<file path="config.mk">
export PLATFORM = sky130hd
export DESIGN_NAME = mem_bus_arbiter
export DESIGN_NICKNAME = d
export VERILOG_FILES = /design/src/rtl/mem_bus_arbiter.sv
export SDC_FILE = /design/constraint.sdc
export NUM_CORES = 1
export LEC_CHECK = 0
export BUFFER_PORTS_ARGS = -buffer_cell sky130_fd_sc_hd__buf_2
export CORE_MARGIN = 4
export CORE_UTILIZATION = 40
export CTS_CLUSTER_DIAMETER = 80
export CTS_CLUSTER_SIZE = 8
export DETAILED_ROUTE_END_ITERATION = 6
export PLACE_DENSITY = 0.71
export SLEW_MARGIN = 20
export SYNTH_ARGS = -nofsm -noshare
export SYNTH_HDL_FRONTEND = slang
export SYNTH_SLANG_ARGS = --single-unit
</file>
<file path="constraint.sdc">
create_clock -name clk50M -period 1.7 [get_ports clk50M]
set_input_delay 0.17 -clock clk50M [delete_from_list [all_inputs] [get_ports clk50M]]
set_output_delay 0.17 -clock clk50M [all_outputs]
set_load 0.01 [all_outputs]
</file>
<file path="src/rtl/mem_bus_arbiter.sv">
// mem_bus_arbiter: serialises two single-word masters onto one memory port.
// Round-robin or fixed CPU priority, with a watchdog that aborts hung accesses.
module mem_bus_arbiter #(
    parameter int ADDR_WIDTH   = 32,
    parameter int DATA_WIDTH   = 32,
    parameter int CPU_PRIORITY = 0,
    parameter int TIMEOUT      = 1023
) (
    input  logic                  clk50M,
    input  logic                  rst,

    input  logic                  m0_req,
    input  logic [ADDR_WIDTH-1:0] m0_addr,
    input  logic [DATA_WIDTH-1:0] m0_wdata,
    input  logic                  m0_we,
    output logic [DATA_WIDTH-1:0] m0_rdata,
    output logic                  m0_done,
    output logic                  m0_err,

    input  logic                  m1_req,
    input  logic [ADDR_WIDTH-1:0] m1_addr,
    input  logic [DATA_WIDTH-1:0] m1_wdata,
    input  logic                  m1_we,
    output logic [DATA_WIDTH-1:0] m1_rdata,
    output logic                  m1_done,
    output logic                  m1_err,

    output logic                  mem_req,
    output logic [ADDR_WIDTH-1:0] mem_addr,
    output logic [DATA_WIDTH-1:0] mem_wdata,
    output logic                  mem_we,
    input  logic [DATA_WIDTH-1:0] mem_rdata,
    input  logic                  mem_ack,

    output logic [1:0]            grant,
    output logic [7:0]            err_count
);

    localparam int WD_W    = (TIMEOUT > 0) ? $clog2(TIMEOUT + 1) : 1;
    localparam int WD_LAST = (TIMEOUT > 0) ? TIMEOUT - 1 : 0;
    localparam logic [WD_W-1:0] WD_END = WD_W'(WD_LAST);

    typedef enum logic [1:0] {
        IDLE = 2'd0,
        BUSY = 2'd1,
        DONE = 2'd2
    } state_t;

    state_t          state;
    state_t          state_nx;
    logic            owner;
    logic            last_owner;
    logic [WD_W-1:0] wd_cnt;

    logic            any_req;
    logic            pick;
    logic            wd_hit;
    logic            start;
    logic            fin_ack;
    logic            fin_to;

    assign any_req = m0_req | m1_req;

    // The watchdog fires on the edge that would be the TIMEOUT-th BUSY edge.
    assign wd_hit = (TIMEOUT > 0) && (wd_cnt == WD_END);

    // Winner selection: a lone requester wins, ties go by priority mode.
    always_comb begin
        pick = 1'b0;
        if (m0_req && m1_req) begin
            pick = (CPU_PRIORITY != 0) ? 1'b0 : ~last_owner;
        end else if (m1_req) begin
            pick = 1'b1;
        end
    end

    // State register.
    always_ff @(posedge clk50M or negedge rst) begin
        if (!rst) begin
            state <= IDLE;
        end else begin
            state <= state_nx;
        end
    end

    // Next-state logic; DONE always lasts exactly one cycle.
    always_comb begin
        state_nx = state;
        unique case (state)
            IDLE:    if (any_req) state_nx = BUSY;
            BUSY:    if (mem_ack || wd_hit) state_nx = DONE;
            DONE:    state_nx = IDLE;
            default: state_nx = IDLE;
        endcase
    end

    // Transaction strobes; an ack beats a simultaneous timeout.
    always_comb begin
        start   = 1'b0;
        fin_ack = 1'b0;
        fin_to  = 1'b0;
        unique case (state)
            IDLE: start = any_req;
            BUSY: begin
                fin_ack = mem_ack;
                fin_to  = ~mem_ack & wd_hit;
            end
            default: ;
        endcase
    end

    // Ownership tracking and the busy-cycle watchdog counter.
    always_ff @(posedge clk50M or negedge rst) begin
        if (!rst) begin
            owner      <= 1'b0;
            last_owner <= 1'b1;
            wd_cnt     <= '0;
        end else begin
            if (start) begin
                owner  <= pick;
                wd_cnt <= '0;
            end else if (state == BUSY && wd_cnt != '1) begin
                wd_cnt <= wd_cnt + 1'b1;
            end
            if (fin_ack) begin
                last_owner <= owner;
            end
        end
    end

    // Downstream request port, latched at grant and held through BUSY.
    always_ff @(posedge clk50M or negedge rst) begin
        if (!rst) begin
            mem_req   <= 1'b0;
            mem_addr  <= '0;
            mem_wdata <= '0;
            mem_we    <= 1'b0;
            grant     <= 2'b00;
        end else if (start) begin
            mem_req   <= 1'b1;
            mem_addr  <= pick ? m1_addr : m0_addr;
            mem_wdata <= pick ? m1_wdata : m0_wdata;
            mem_we    <= pick ? m1_we : m0_we;
            grant     <= pick ? 2'b10 : 2'b01;
        end else if (fin_ack || fin_to) begin
            mem_req   <= 1'b0;
            grant     <= 2'b00;
        end
    end

    // Per-master completion: one-cycle done/err, rdata held until next one.
    always_ff @(posedge clk50M or negedge rst) begin
        if (!rst) begin
            m0_rdata <= '0;
            m0_done  <= 1'b0;
            m0_err   <= 1'b0;
            m1_rdata <= '0;
            m1_done  <= 1'b0;
            m1_err   <= 1'b0;
        end else begin
            m0_done <= 1'b0;
            m0_err  <= 1'b0;
            m1_done <= 1'b0;
            m1_err  <= 1'b0;
            if (fin_ack) begin
                if (owner) begin
                    m1_done  <= 1'b1;
                    m1_rdata <= mem_rdata;
                end else begin
                    m0_done  <= 1'b1;
                    m0_rdata <= mem_rdata;
                end
            end else if (fin_to) begin
                if (owner) begin
                    m1_done  <= 1'b1;
                    m1_err   <= 1'b1;
                    m1_rdata <= '0;
                end else begin
                    m0_done  <= 1'b1;
                    m0_err   <= 1'b1;
                    m0_rdata <= '0;
                end
            end
        end
    end

    // Saturating timeout counter.
    always_ff @(posedge clk50M or negedge rst) begin
        if (!rst) begin
            err_count <= 8'd0;
        end else if (fin_to && err_count != 8'hFF) begin
            err_count <= err_count + 8'd1;
        end
    end

endmodule

</file>
==> flow_metrics.tcl <==
set metrics [dict create \
    finalSetupViolCount 0 \
    netlist.top_cell.by_area "dfrtp_1" \
    worstPathRequired_ns 2.00 \
    vias_per_cell 5.46 \
    start_kind "flop" \
    yosys-top-cells-area "dfrtp_1 (60%), a32o_1 (9.8%), a22o_1 (8.8%), a21o_1 (7.6%), buf_2 (1.4%)" \
    antenna_found_initial 2 \
    period_minus_slack_ns 1.64 \
    slew-limit-headroom_pct 57.1 \
    cp_cell_sequence "inv_1, ha_2, nand2b_1, nor4_4, buf_4, nand4_1, xnor2_1" \
    cpLargestDelayFamily "simple AND/OR/NAND/NOR gates" \
    synthCells 494 \
    synthTopCellsByCount "dfrtp_1 (157), a21o_1 (66), a22o_1 (65), a32o_1 (64), clkbuf_1 (21)" \
    min_delay_worst_endpoint "m1_rdata[21]$_DFFE_PN0P_" \
    die_x_um 136 \
    cap_violations 0 \
    overflow 0 \
    core.rowCount 46 \
    tns_ns 0 \
    yosysMostFrequentCell "dfrtp_1" \
    start_util_pct 40.9 \
    place_ws_ns 0.0268 \
    clockRootBuffer "clkbuf_16" \
    slew_violations 0 \
    ys_ff_latch 158 \
    worst_slew_pin_slew_ns 0.643 \
    die_h_um 136 \
    drive_above_1_share_pct 43.0 \
    avgSynthCellArea_um2 13.2 \
    synthesis.area_um2 6500 \
    grt_max_degree 66 \
    gr-usage-all-layers_pct 22.6 \
    diodes 0 \
    cp-end-kind "flop" \
    cpPeakStageDelay_ns 0.43 \
    r2r_start "wd_cnt[0]$_DFFE_PN0P_" \
    ios 311 \
    dominantRegCellSynth "dfrtp_1" \
    powerDensity_nw_per_um2 1760 \
    gp_congestion 0.827 \
    skew_ns 0.0105 \
    synthSimpleGateAreaFrac_pct 4.96 \
    critical_path_buf_inv_count 2 \
    cts.htree.levels 4 \
    syn2layout_area_growth_pct 48.9 \
    hp-start "mem_rdata[21]" \
    synth-xor-area-share_pct 1.08 \
    drc 0 \
    grt_pass1_wl_mm 32.8 \
    synth.area.mux_share_pct 0.654 \
    ant_nets 0 \
    detail_route.iter0.violations 358 \
    fmaxAchievable_ghz 0.608 \
    critPathKind "reg2reg" \
    fin_nets 1039 \
    dieArea_um2 18400 \
    core_area_um2 15900 \
    synth-adder-area-share_pct 0.577 \
    yosysTopAreaCellShare_pct 60.4 \
    r2r_setup_slack_ns 0.06 \
    dr_total_vias 5990 \
    synth-async-reset-ratio_pct 100 \
    dr.pass1.iters 5 \
    ys_types 42 \
    synthesis.nets 664 \
    dp_hpwl_mm 14.5 \
    min_period_over_period_pct 96.8 \
    slowest_stage "dfrtp_1" \
    reg2reg_depth 7 \
    cts.sinks 158 \
    yosysWarnings 0 \
    outcome "completed" \
    rr_endpoint "err_count[6]$_DFFE_PN0P_" \
    post_drt_wl_per_cell_um 19.5 \
    synth_edf_count 0 \
    cts.clk_slew.worst_paths_ns 0.06 \
    synth_top_family_by_area "compound AO/OA/AOI/OAI gates" \
    p_leak_nw 5.13 \
    whs_path_depth 2 \
    clkLatencyLatePin_ns 0.42 \
    synth_compound_area_share_pct 28.8 \
    synth_seq_area_share_pct 60.8 \
    cts_tree "built" \
    arrival_ns 1.94 \
    io_buffers 310 \
    fin_ws_ns 0.0550 \
    grt_pass1_vias 6408 \
    routed_wirelength_mm 21.4 \
    cts_buffers 17 \
    hold_path_class "in2reg" \
    crit_fanout 6 \
    peakVddDrop_v 0.000906 \
    hold_viol 0 \
    cts.path.max_buffers 2 \
]
[report_power, final]
part	internal, mW	switching (mW)	leakage (nW)
combinational	3.52	3.65	2.88
sequential	5.38	0.938	1.98
clock	2.04	1.51	0.265
total	10.9	6.10	5.13
[metrics by stage]
step | cell area, µm² | std cells | total power [mW] | util (%) | hold slack (ns)
final | 9680 | 1098 | 17.0 | 61.0 | 0.0218
after global routing | 9680 | 1098 | 18.1 | 61.0 | 0.00498
after CTS | 9660 | 1096 | 17.1 | 60.8 | 0.000457
after detailed placement | 8430 | 997 | 13.4 | 53.0 | 0.106
after global placement | 8430 | 997 | 13.0 | 53.0 | 0.102
after floorplan | 6500 | 494 | 10.3 | - | -0.126
[area by class of cell]
class,count,area (µm²)
clock buffers,22,484
clock inverters,10,78.8
fillers,1246,6200
inverters,6,22.5
multi-input cells,287,2380
flip-flops and latches,158,3960
well taps,216,270
repair buffers,399,2500
[placed cells by master, fill, tap and decap left out, types with 3 or more instances in the layout]
cell type / synthesis / routed
o31ai_1: 3 / 3
buf_4: 0 / 13
a22o_1: 65 / 65
o21ai_0: 4 / 3
buf_2: 18 / 309
buf_12: 0 / 8
a21o_1: 66 / 66
xnor2_1: 7 / 7
nand3_1: 6 / 6
nand2_1: 11 / 11
nand4_1: 4 / 4
a31o_2: 3 / 3
nor2_1: 9 / 7
a21oi_1: 5 / 4
clkinvlp_4: 0 / 4
inv_1: 6 / 6
and4_1: 5 / 5
clkinv_4: 0 / 3
a32o_1: 64 / 64
clkbuf_16: 0 / 17
dlygate4sd3_1: 0 / 68
dfrtp_1: 157 / 157
clkbuf_8: 0 / 4
[worst register-to-register path: stages (launching register included)]
cell and delay (ns):
dfrtp_1 0.43, inv_1 0.08, ha_2 0.23, nand2b_1 0.12
nor4_4 0.23, buf_4 0.19, nand4_1 0.12, xnor2_1 0.14
[flip-flops by register name (all words and copies together) (netlist names)]
name	cells
err_count	8
grant	2
last_owner	1
m0_done	1
m0_err	1
m0_rdata	32
m1_done	1
m1_err	1
m1_rdata	32
mem_addr	32
mem_req	1
mem_wdata	32
mem_we	1
owner	1
state	2
wd_cnt	10
[logic make-up after synthesis]
logic type,after synthesis
simple gates,54
flops,158
buf+inv,49
compound gates,218
fa+ha+maj,3
mux,4
xor+xnor,8
[timing repair]
item	CTS	global route
buffers inserted	0	1
hold endpoints to repair	103	1
resized for setup	0	3
hold buffers	67	1
endpoints found under the setup margin	0	16
[routing by layer]
layer  global-route usage (%)  vias to the layer above  wire length (µm)
li1                         -                     2689                 -
met1                     24.6                     2969              7910
met2                     40.2                      263             11000
met3                     7.69                       65              1720
met4                     9.46                        4               715
met5                        0                        -                27
[worst max-delay path by stage]
stage | startpoint | to | cells after the start
after floorplan | err_count[0]$_DFFE_PN0P_ | err_count[1]$_DFFE_PN0P_ | 5
after global placement | wd_cnt[0]$_DFFE_PN0P_ | wd_cnt[9]$_DFFE_PN0P_ | 5
after detailed placement | wd_cnt[0]$_DFFE_PN0P_ | err_count[7]$_DFFE_PN0P_ | 6
after CTS | wd_cnt[0]$_DFFE_PN0P_ | err_count[7]$_DFFE_PN0P_ | 6
after global routing | wd_cnt[0]$_DFFE_PN0P_ | err_count[7]$_DFFE_PN0P_ | 7
final | wd_cnt[0]$_DFFE_PN0P_ | err_count[6]$_DFFE_PN0P_ | 7
Note: power is estimated with default switching activity, not from simulation.
